**src/rtl/jam_pkg.sv**
```systemverilog
// jam_pkg: constants and types shared by the cost table, the solver and the bench.
//   N_WORKERS  : matrix dimension (workers == jobs)
//   COST_W     : width of one cost entry
//   IDX_W      : width of a worker/job index
//   MCOUNT_W   : width of the solver's MatchCount result
//   MCOST_W    : width of the solver's MinCost result
//   state_t    : responder FSM states LOAD / SERVE / DONE
package jam_pkg;

    localparam int IDX_W     = 3;
    localparam int N_WORKERS = 2 ** IDX_W;
    localparam int COST_W    = 7;
    localparam int N_ENTRIES = N_WORKERS * N_WORKERS;
    localparam int ADDR_W    = 2 * IDX_W;
    localparam int MCOUNT_W  = 4;
    localparam int MCOST_W   = 10;
    localparam int CYC_W_DEF = 20;

    typedef enum logic [1:0] {
        LOAD  = 2'd0,
        SERVE = 2'd1,
        DONE  = 2'd2
    } state_t;

endpackage

```
**src/rtl/jam_cost_mem.sv**
```systemverilog
// jam_cost_mem: cost matrix storage, one synchronous write port and one
// asynchronous (combinational) read port. Contents are not reset.
//   i_clk   : write clock
//   i_we    : write enable
//   i_waddr : write address (row-major, W*N+J)
//   i_wdata : write data
//   i_raddr : read address
//   o_rdata : read data, same cycle as i_raddr
module jam_cost_mem #(
    parameter int COST_W = 7,
    parameter int ADDR_W = 6
) (
    input  logic              i_clk,
    input  logic              i_we,
    input  logic [ADDR_W-1:0] i_waddr,
    input  logic [COST_W-1:0] i_wdata,
    input  logic [ADDR_W-1:0] i_raddr,
    output logic [COST_W-1:0] o_rdata
);

    localparam int DEPTH = 2 ** ADDR_W;

    logic [COST_W-1:0] r_mem [DEPTH];

    always_ff @(posedge i_clk) begin
        if (i_we) begin
            r_mem[i_waddr] <= i_wdata;
        end
    end

    // The solver accumulates Cost on the edge after it presents W/J, so the
    // read must be combinational.
    assign o_rdata = r_mem[i_raddr];

endmodule

```
**src/rtl/jam_cost_table.sv**
```systemverilog
// jam_cost_table: responder side of the job-assignment cost interface.
// Loads the N x N cost matrix over a valid/ready stream, serves combinational
// (W, J) cost reads to the solver, captures the solver's final result and
// counts the cycles spent serving.
//
// Ports:
//   CLK, RST        : clock, asynchronous active-high reset
//   load_valid/ready: load stream; load_data is one cost entry, row-major
//   reload          : one-cycle pulse, restart the load phase
//   table_ready     : all entries loaded, solver may run
//   W, J, Cost      : combinational table read (0 while loading)
//   Valid           : solver result strobe with MatchCount / MinCost
//   done            : result captured
//   res_count/cost  : captured MatchCount / MinCost
//   cycles          : edges spent in SERVE, saturating
//   o_dbg_state     : current FSM state (state_t encoding)
//
// Handshake: a load beat transfers on a rising edge where load_valid and
// load_ready are both high; load_ready depends only on state, never on
// load_valid. A reload in the same cycle overrides the beat, so the source
// must not drive load_valid together with reload.
module jam_cost_table #(
    parameter int COST_W = jam_pkg::COST_W,
    parameter int IDX_W  = jam_pkg::IDX_W,
    parameter int CYC_W  = jam_pkg::CYC_W_DEF
) (
    input  logic                         CLK,
    input  logic                         RST,
    input  logic                         load_valid,
    input  logic [COST_W-1:0]            load_data,
    output logic                         load_ready,
    input  logic                         reload,
    output logic                         table_ready,
    input  logic [IDX_W-1:0]             W,
    input  logic [IDX_W-1:0]             J,
    output logic [COST_W-1:0]            Cost,
    input  logic                         Valid,
    input  logic [jam_pkg::MCOUNT_W-1:0] MatchCount,
    input  logic [jam_pkg::MCOST_W-1:0]  MinCost,
    output logic                         done,
    output logic [jam_pkg::MCOUNT_W-1:0] res_count,
    output logic [jam_pkg::MCOST_W-1:0]  res_cost,
    output logic [CYC_W-1:0]             cycles,
    output logic [1:0]                   o_dbg_state
);

    import jam_pkg::*;

    localparam int TADDR_W = 2 * IDX_W;

    state_t                r_state;
    logic [TADDR_W-1:0]    r_addr;
    logic                  r_load_ready;
    logic                  r_table_ready;
    logic                  r_done;
    logic [MCOUNT_W-1:0]   r_res_count;
    logic [MCOST_W-1:0]    r_res_cost;
    logic [CYC_W-1:0]      r_cycles;

    logic                  w_beat;
    logic                  w_last_beat;
    logic [TADDR_W-1:0]    w_raddr;
    logic [COST_W-1:0]     w_rdata;

    // reload suppresses the write so a dropped beat never lands in the table.
    assign w_beat      = (r_state == LOAD) && load_valid && !reload;
    assign w_last_beat = (r_addr == {TADDR_W{1'b1}});
    assign w_raddr     = {W, J};

    jam_cost_mem #(
        .COST_W (COST_W),
        .ADDR_W (TADDR_W)
    ) u_mem (
        .i_clk   (CLK),
        .i_we    (w_beat),
        .i_waddr (r_addr),
        .i_wdata (load_data),
        .i_raddr (w_raddr),
        .o_rdata (w_rdata)
    );

    always_ff @(posedge CLK or posedge RST) begin
        if (RST) begin
            r_state       <= LOAD;
            r_addr        <= '0;
            r_load_ready  <= 1'b1;
            r_table_ready <= 1'b0;
            r_done        <= 1'b0;
            r_res_count   <= '0;
            r_res_cost    <= '0;
            r_cycles      <= '0;
        end else if (reload) begin
            // Result registers survive a reload; only a new capture replaces them.
            r_state       <= LOAD;
            r_addr        <= '0;
            r_load_ready  <= 1'b1;
            r_table_ready <= 1'b0;
            r_done        <= 1'b0;
            r_cycles      <= '0;
        end else begin
            unique case (r_state)
                LOAD: begin
                    if (load_valid) begin
                        if (w_last_beat) begin
                            r_addr        <= '0;
                            r_state       <= SERVE;
                            r_load_ready  <= 1'b0;
                            r_table_ready <= 1'b1;
                            r_cycles      <= '0;
                        end else begin
                            r_addr <= r_addr + 1'b1;
                        end
                    end
                end
                SERVE: begin
                    // The capture edge itself is counted.
                    if (r_cycles != {CYC_W{1'b1}}) begin
                        r_cycles <= r_cycles + 1'b1;
                    end
                    if (Valid) begin
                        r_res_count <= MatchCount;
                        r_res_cost  <= MinCost;
                        r_done      <= 1'b1;
                        r_state     <= DONE;
                    end
                end
                DONE: begin
                    // First capture is final; everything holds until reload.
                end
                default: begin
                    r_state <= LOAD;
                end
            endcase
        end
    end

    assign load_ready  = r_load_ready;
    assign table_ready = r_table_ready;
    assign done        = r_done;
    assign res_count   = r_res_count;
    assign res_cost    = r_res_cost;
    assign cycles      = r_cycles;
    assign o_dbg_state = r_state;

    // Entries may be stale or half-written while loading, so hide them.
    assign Cost = (r_state == LOAD) ? '0 : w_rdata;

endmodule

```
**config.mk**
```make
export PLATFORM = sky130hd
export DESIGN_NAME = jam_cost_table
export DESIGN_NICKNAME = d
export VERILOG_FILES = /design/src/rtl/jam_pkg.sv /design/src/rtl/jam_cost_mem.sv /design/src/rtl/jam_cost_table.sv
export SDC_FILE = /design/constraint.sdc
export NUM_CORES = 1
export LEC_CHECK = 0
export CORE_MARGIN = 2
export CORE_UTILIZATION = 40
export CTS_CLUSTER_SIZE = 12
export DETAILED_ROUTE_END_ITERATION = 12
export DONT_BUFFER_PORTS = 1
export GPL_TIMING_DRIVEN = 1
export HOLD_SLACK_MARGIN = 0.03
export PLACE_DENSITY = 0.56
export SKIP_LAST_GASP = 1
export SLEW_MARGIN = 0
export SYNTH_ARGS = -nofsm -noshare
export SYNTH_HDL_FRONTEND = slang
export SYNTH_SLANG_ARGS = --single-unit
```
**constraint.sdc**
```tcl
create_clock -name CLK -period 6.6 [get_ports CLK]
set_clock_uncertainty 0.1 [all_clocks]
set_input_delay 1.32 -clock CLK [delete_from_list [all_inputs] [get_ports CLK]]
set_output_delay 1.32 -clock CLK [all_outputs]
set_load 0.005 [all_outputs]
```
Word level (Yosys, flattened, before mapping):

Memories as Yosys holds them, arrays and structs flattened.
Cells that the tools add are included.

* bits of input ports: 32
* output and inout bits: 46
* RAM bits: 448
* logic and storage cells: 65
* memories kept: 1
* register bits: 45

Memories
* u_mem.r_mem: depth 64, width 7, rd ports 1, clocked after memory_dff 0, write ports 1, line jam_cost_mem.sv:23 `logic [COST_W-1:0] r_mem [DEPTH];`

* add/sub/neg operators: 2
* reduce and logical (&&, ||, !) cells: 16
* muxes and demuxes: 28
* bitwise logic cells: 1
* equality and inequality tests: 9

Operators with widths (count)
* 20-bit two-way mux: 4
* 20-bit one-hot mux with 2 select lines: 1
* 6-bit two-way mux: 4
* 20-bit by 1-bit adder with 20-bit output, second input constant: 1
* 20-bit inequality test, second input constant: 1
* 1-bit two-way mux: 13
* 3-bit inequality test, second input constant: 4
* 2-bit nonzero test: 5
* 2-bit two-way mux: 4
* 4-bit AND reduction: 2
* 7-bit two-way mux: 1
* 6-bit by 1-bit adder with 6-bit output, second input constant: 1
* 6-bit == test, second input constant: 1
* 2-bit one-hot mux with 3 select lines: 1
* 3-bit AND reduction: 2
* 2-bit AND reduction: 2
* 3-bit nonzero test: 1
* 2-bit by 1-bit == test with 1-bit output, second input constant: 1
* 2-bit == test, second input constant: 1
* 1-bit logical AND: 2
* 2-bit zero test: 1
* 2-bit inequality test, second input constant: 1
* 1-bit zero test: 1
* 1-bit NOT: 1

Longest topological paths before layout:

Gate-level depths: netlist of the first run.

* word-level depth: 5
* mapped depth: 10
* mapped depth without buffers: 6

Modules after synthesis:

From an unflattened synthesis of the first run, not the netlist that was laid out.

* cells, all modules: 1045
* area total of the unflattened synthesis: 19797.7 µm²

Modules (own cells, without submodules)
* jam_cost_mem: cells an instance 820, instances 1, seq. area each 13452.9 µm², area each 17495.5 µm²
* jam_cost_table: cells an instance 225, instances 1, seq. area each 1127.3 µm², area each 2302.2 µm²

Worst setup path before layout of the first run:

No wires, ideal clock.

* kind: input to output
* start: input port J[1]
* end: output port Cost[4]
* buffers on the path: 4
* required time: 5.180 ns
* data arrival time: 2.946 ns
* slack: 2.234 ns
* stages: 9
* path through: buf_4 -> buf_2 -> buf_2 -> buf_2 -> mux4_2 -> nor3_1 -> a21oi_1 -> a22oi_1 -> o21ai_1

* cells in the longest elaborated chain, start to end: 2

Ends and longest elaborated chain
* start: declaration: line jam_cost_table.sv:35 `input logic [IDX_W-1:0] J,`
* memory 64 x 7 bit
* 7-bit two-way mux: line jam_cost_table.sv:146 `assign Cost = (r_state == LOAD) ? '0 : w_rdata;`
* end: declaration: line jam_cost_table.sv:36 `output logic [COST_W-1:0] Cost,`

No other way between the ends.

Final worst setup path of the first run:

* start: input port J[0]
* end: output port Cost[1]

The elaborated chain is that of the path after synthesis.

==> results of run 1 <==
[metrics by stage]
stage | utilization, % | instances | total power, µW
2_1_floorplan | - | 1019 | 3650
3_3_place_gp | 41.6 | 1625 | 3650
3_5_place_dp | 41.6 | 1625 | 3650
4_1_cts | 44.9 | 1720 | 6420
5_1_grt | 44.9 | 1720 | 6540
6_report | 44.9 | 1720 | 6370
[cells in the final DEF (no fill, tap or decap), drive strengths merged, types with 12 or more instances in the layout]
master  count
clkinv     17
nor2       85
dfrtp      44
edfxtp    448
mux4      118
mux2       19
clkbuf     71
mux2i      48
nand2      34
nand3      14
or2        12
[routing by layer]
| layer | part of all wire, % | vias to the layer above | global-route usage (%) | routed length [µm] |
|---|---|---|---|---|
| li1 | - | 4165 | - | - |
| met1 | 43 | 5112 | 25.4 | 19300 |
| met2 | 47 | 339 | 28.5 | 21300 |
| met3 | 7.3 | 69 | 3.78 | 3310 |
| met4 | 2.4 | 0 | 5.48 | 1060 |
| met5 | 0 | - | 0 | 0 |
[registers in the layout (all words and copies together) (netlist names)]
signal / cells
u_mem.r_mem: 448
cycles: 20
res_cost: 10
r_addr: 6
res_count: 4
o_dbg_state: 2
done: 1
load_ready: 1
table_ready: 1
[final timing paths]
path / startpoint / to / slack (ns) / cells past startpoint
worst max register to register: o_dbg_state[1] / u_mem.r_mem[5][0] / 3.10 / 4
min in group asynchronous: RST / table_ready / 0.74 / 1
worst min register to register: load_ready / load_ready / 0.44 / 1
max in group asynchronous: RST / cycles[12] / 5.05 / 1
worst min-delay path: load_ready / load_ready / 0.44 / 1
worst max-delay path: J[0] / Cost[1] / 2.16 / 4
[report_power, final]
group / total [µW] / switching [µW] / internal [µW]
Sequential: 3420 / 5.45 / 3410
Clock: 2780 / 1190 / 1590
Combinational: 166 / 75.8 / 90.3
Total: 6370 / 1270 / 5090
[cell families (layout without fill, tap and decap cells)]
logic type / count (synthesis) / in the layout / synth area share (%)
AOI/OAI and AO/OA: 63 / 63 / 2.24
and+or+nand+nor: 206 / 206 / 5.09
muxes: 185 / 185 / 17.2
adders and majority gates: 2 / 2 / 0.126
DFF: 493 / 493 / 73.3
buffers and inverters: 65 / 102 / 1.77
xor gates and xnor gates: 5 / 5 / 0.220
[layout make-up]
class | count | share of cell area, %
Inverter | 7 | 0.119
Tap cell | 664 | 3.78
Clock inverter | 24 | 0.768
Multi-Input combinational cell | 461 | 22.5
Clock buffer | 71 | 6.52
Sequential cell | 493 | 66.3
[critical path: stages]
cell,delay [ns]
mux4_1,0.58
mux4_2,0.52
nand2b_1,0.18
a32o_1,0.31
==> impl_metrics.yaml, run 1 <==
placed_design:
  gp_congestion: 0.764
  place_area_um2: 20400
  place_ws_ns: 2.24
  hpwl_um: 26100
  port_buffers: 0
worst_setup_path:
  cp.arrival_ns: 3.02
  startpoint_type: "input pin"
  crit_fanout: 98
  worstPathRequired_ns: 5.18
  crit_type: "input pin to output port"
  worstSetupEndpointType: "output port"
logic_synthesis:
  syn_nets: 1053
  yosysMostFrequentCell: "edfxtp_1"
  synth_area_leaders: "edfxtp_1 68%, mux4_2 11%, dfrtp_1 5.5%"
  ys_ff_latch: 493
  synth_enable_flop_cells: 448
  synth_top_area_share_pct: 67.7
  synthesis.area_um2: 19900
  yosysWarnings: 0
  synth_common_cells: "448 x edfxtp_1, 99 x mux4_2, 85 x nor2_1"
  avgSynthCellArea_um2: 19.5
  synth_top_area_cell: "edfxtp_1"
  ys_types: 58
  async_flop_share_pct: 9.13
  ys.flop_type: "edfxtp_1"
  syn_inst: 1019
  ys_seq_area_share_pct: 73.3
clock_network:
  cts_hold_buf: 0
  cts_tree: "yes"
  cts_made_buffers: 53
  clock-sinks: 493
  post-cts-setup-buffer-count: 0
  htree_levels: 2
  path_clk_slew_ns: 0.06
  cts_max_path_buffers: 3
  cts_resized: 0
  root_buffer: "clkbuf_16"
  clkLatencyLatePin_ns: 0.58
sta:
  timing.hold.ws_ns: 0.436
  timing.final.crit_period_ns: 4.44
  timing.setup.tns_ns: 0
  fmax_mhz: 225
  tightestPinTransition_ns: 1.18
  layout_setup_ws_ns: 2.16
  timing.final.max_slew_violations: 0
  setup_violations: 0
  finalHoldViolCount: 0
  timing.slew.headroom_pct: 21.3
  final.period_utilization_pct: 67.2
  rsz0062_at_grt: "no"
die:
  fp.dieW_um: 227
  dieArea_um2: 51500
  die-height_um: 227
  start_util_pct: 40.6
  rows: 81
  core_um2: 49000
  io_pins: 78
detailed_routing:
  drc_errors: 0
  vias_per_cell: 5.63
  first_pass_iters: 5
  ant_nets: 0
  drtIter0Drc: 922
  vias: 9685
  wire_per_inst_um: 26.2
  drt_wl_total_um: 45000
global_routing:
  gr-total-overflow: 0
  grt_usage_pct: 18.0
  grt_pass1_wl_um: 67300
  grt_pass1_vias: 10100
  antenna_found_initial: 0
  grt_max_degree: 110
finish:
  drive_gt1_share_pct: 19.3
  antenna_cells: 0
  multi_input_area_um2: 4950
  regArea_um2: 14600
  fin_area_um2: 22000
  fin_nets: 1050
  fillers: 4185
  area_delta_synth_final_pct: 10.6
power:
  ir_worst_vdd_mv: 0.159
  p_leak_uw: 0.00701
  powerDensity_nw_per_um2: 290
flow_run:
  max_cap_viol_count: 0
worst_hold_path:
  worst_hold_path_type: "register to register"
status:
  status: "finished, final reports clean"
No activity file was read; power rests on OpenSTA's default activity.
==> run 2, diff against run 1 <==
--- a/config.mk
+++ b/config.mk
@@ -12,7 +12,7 @@
 export DONT_BUFFER_PORTS = 1
 export GPL_TIMING_DRIVEN = 1
 export HOLD_SLACK_MARGIN = 0.03
-export PLACE_DENSITY = 0.56
+export PLACE_DENSITY = 0.58
 export SKIP_LAST_GASP = 1
 export SLEW_MARGIN = 0
 export SYNTH_ARGS = -nofsm -noshare
==> constraint.sdc (replaced) <==
create_clock -name CLK -period 3.8 [get_ports CLK]
set_clock_uncertainty 0.1 [all_clocks]
set_input_delay 0.76 -clock CLK [delete_from_list [all_inputs] [get_ports CLK]]
set_output_delay 0.76 -clock CLK [all_outputs]
set_load 0.005 [all_outputs]
==> impl_metrics.yaml, run 2 (synthesis gave the netlist of run 1 again) <==
status:
  status: "finished, final reports clean"
detailed_routing:
  drtIter0Drc: 971
  vias: 9861
  drt_wl_total_um: 45000
  drc_errors: 0
  wire_per_inst_um: 25.7
  ant_nets: 0
  first_pass_iters: 5
  vias_per_cell: 5.63
global_routing:
  antenna_found_initial: 0
  grt_usage_pct: 17.9
  grt_pass1_vias: 9939
  grt_max_degree: 110
  gr-total-overflow: 0
  grt_pass1_wl_um: 66800
die:
  die-height_um: 227
  dieArea_um2: 51500
  rows: 81
  fp.dieW_um: 227
  core_um2: 49000
  io_pins: 78
  start_util_pct: 40.6
sta:
  timing.setup.tns_ns: 0
  finalHoldViolCount: 0
  tightestPinTransition_ns: 0.943
  timing.slew.headroom_pct: 36.5
  fmax_mhz: 295
  timing.hold.ws_ns: 0.123
  timing.final.crit_period_ns: 3.39
  setup_violations: 0
  rsz0062_at_grt: "no"
  final.period_utilization_pct: 89.1
  timing.final.max_slew_violations: 0
placed_design:
  hpwl_um: 26400
  dp.cells: 1666
  gp_congestion: 0.792
  port_buffers: 0
finish:
  fin_nets: 1089
  antenna_cells: 0
  fin_cells: 1751
  final_common_cell: "edfxtp_1"
  largest_reg_flops: 448
  regMostFlops: "u_mem.r_mem"
  layout_common_cells: "448 x edfxtp_1, 99 x mux4_2, 85 x nor2_1"
  area_delta_synth_final_pct: 11.9
  drive_gt1_share_pct: 22.5
  post-route-util_pct: 45.5
worst_setup_path:
  worstSetupEndpointType: "output port"
  r2r-end: "u_mem.r_mem[43][1]"
  crit_fanout: 109
  r2r.worst_path.cells: 6
  crit_type: "input pin to output port"
  r2r_slack_ns: 0.96
  cp.arrival_ns: 2.53
  critPathLaunch: "J[1]"
  crit_end: "Cost[3]"
  worstPathRequired_ns: 2.94
  startpoint_type: "input pin"
  rr_startpoint: "o_dbg_state[1]"
clock_network:
  clkLatencyLatePin_ns: 0.59
  root_buffer: "clkbuf_16"
  cts_tree: "yes"
  cts_made_buffers: 51
  path_clk_slew_ns: 0.06
  htree_levels: 2
  cts_max_path_buffers: 3
  cts_hold_buf: 0
  clock-sinks: 493
  cts_resized: 0
  post-cts-setup-buffer-count: 0
flow_run:
  max_cap_viol_count: 0
power:
  powerDensity_nw_per_um2: 492
  p_leak_uw: 0.00722
  ir_worst_vdd_mv: 0.396
worst_hold_path:
  worst_hold_path_type: "input pin to register"
run 2: changes by cell type in the layout (fill, tap and decap cells not counted), moves of 2 or more:
cell / delta
inv_6: -2
clkinv_2: +2
clkbuf_8: +2
clkinv_1: -10
buf_4: +41
clkinvlp_4: -3
run 2: worst min-delay path by stage:
stage          cells past startpoint           to       start
3_5_place_dp                       1   load_ready  load_ready
3_3_place_gp                       1   load_ready  load_ready
5_1_grt                            1  table_ready      reload
4_1_cts                            1  table_ready      reload
6_report                           1  table_ready      reload
2_1_floorplan                      1   load_ready  load_ready
run 2: power breakdown:
part / internal, µW / total [µW] / switching (µW)
Clock: 2720 / 4710 / 1990
Combinational: 161 / 291 / 131
Sequential: 5930 / 5940 / 10.3
run 2: layer usage:
layer | wire [µm] | part of all wire (%) | GRT usage [%]
met1 | 19800 | 44 | 25.7
met4 | 919 | 2.0 | 4.70
met3 | 3500 | 7.8 | 4.65
met2 | 20800 | 46 | 27.4
met5 | 0 | 0 | 0
run 2: metrics by stage:
stage / instance area (µm²) / worst slack [ns] / total power (µW)
floorplan: 19900 / 0.554 / 6350
global placement: 20700 / 0.602 / 6340
detailed placement: 20700 / 0.602 / 6340
CTS: 22300 / 0.449 / 11100
global route: 22300 / 0.338 / 11300
finish: 22300 / 0.413 / 10900
run 2: layout make-up:
type / instances / area [µm²]
Fill cell: 4171 / 26700
Sequential cell: 493 / 14600
Multi-Input combinational cell: 461 / 4950
Clock buffer: 73 / 1460
Tap cell: 664 / 831
Timing Repair Buffer: 41 / 308
Clock inverter: 12 / 97.6
Inverter: 7 / 26.3
run 2: worst max-delay path: stages:
cell and delay, ns:
mux4_2 0.57, mux2i_1 0.32, mux2i_1 0.12, mux2i_1 0.34, o2bb2ai_1 0.21
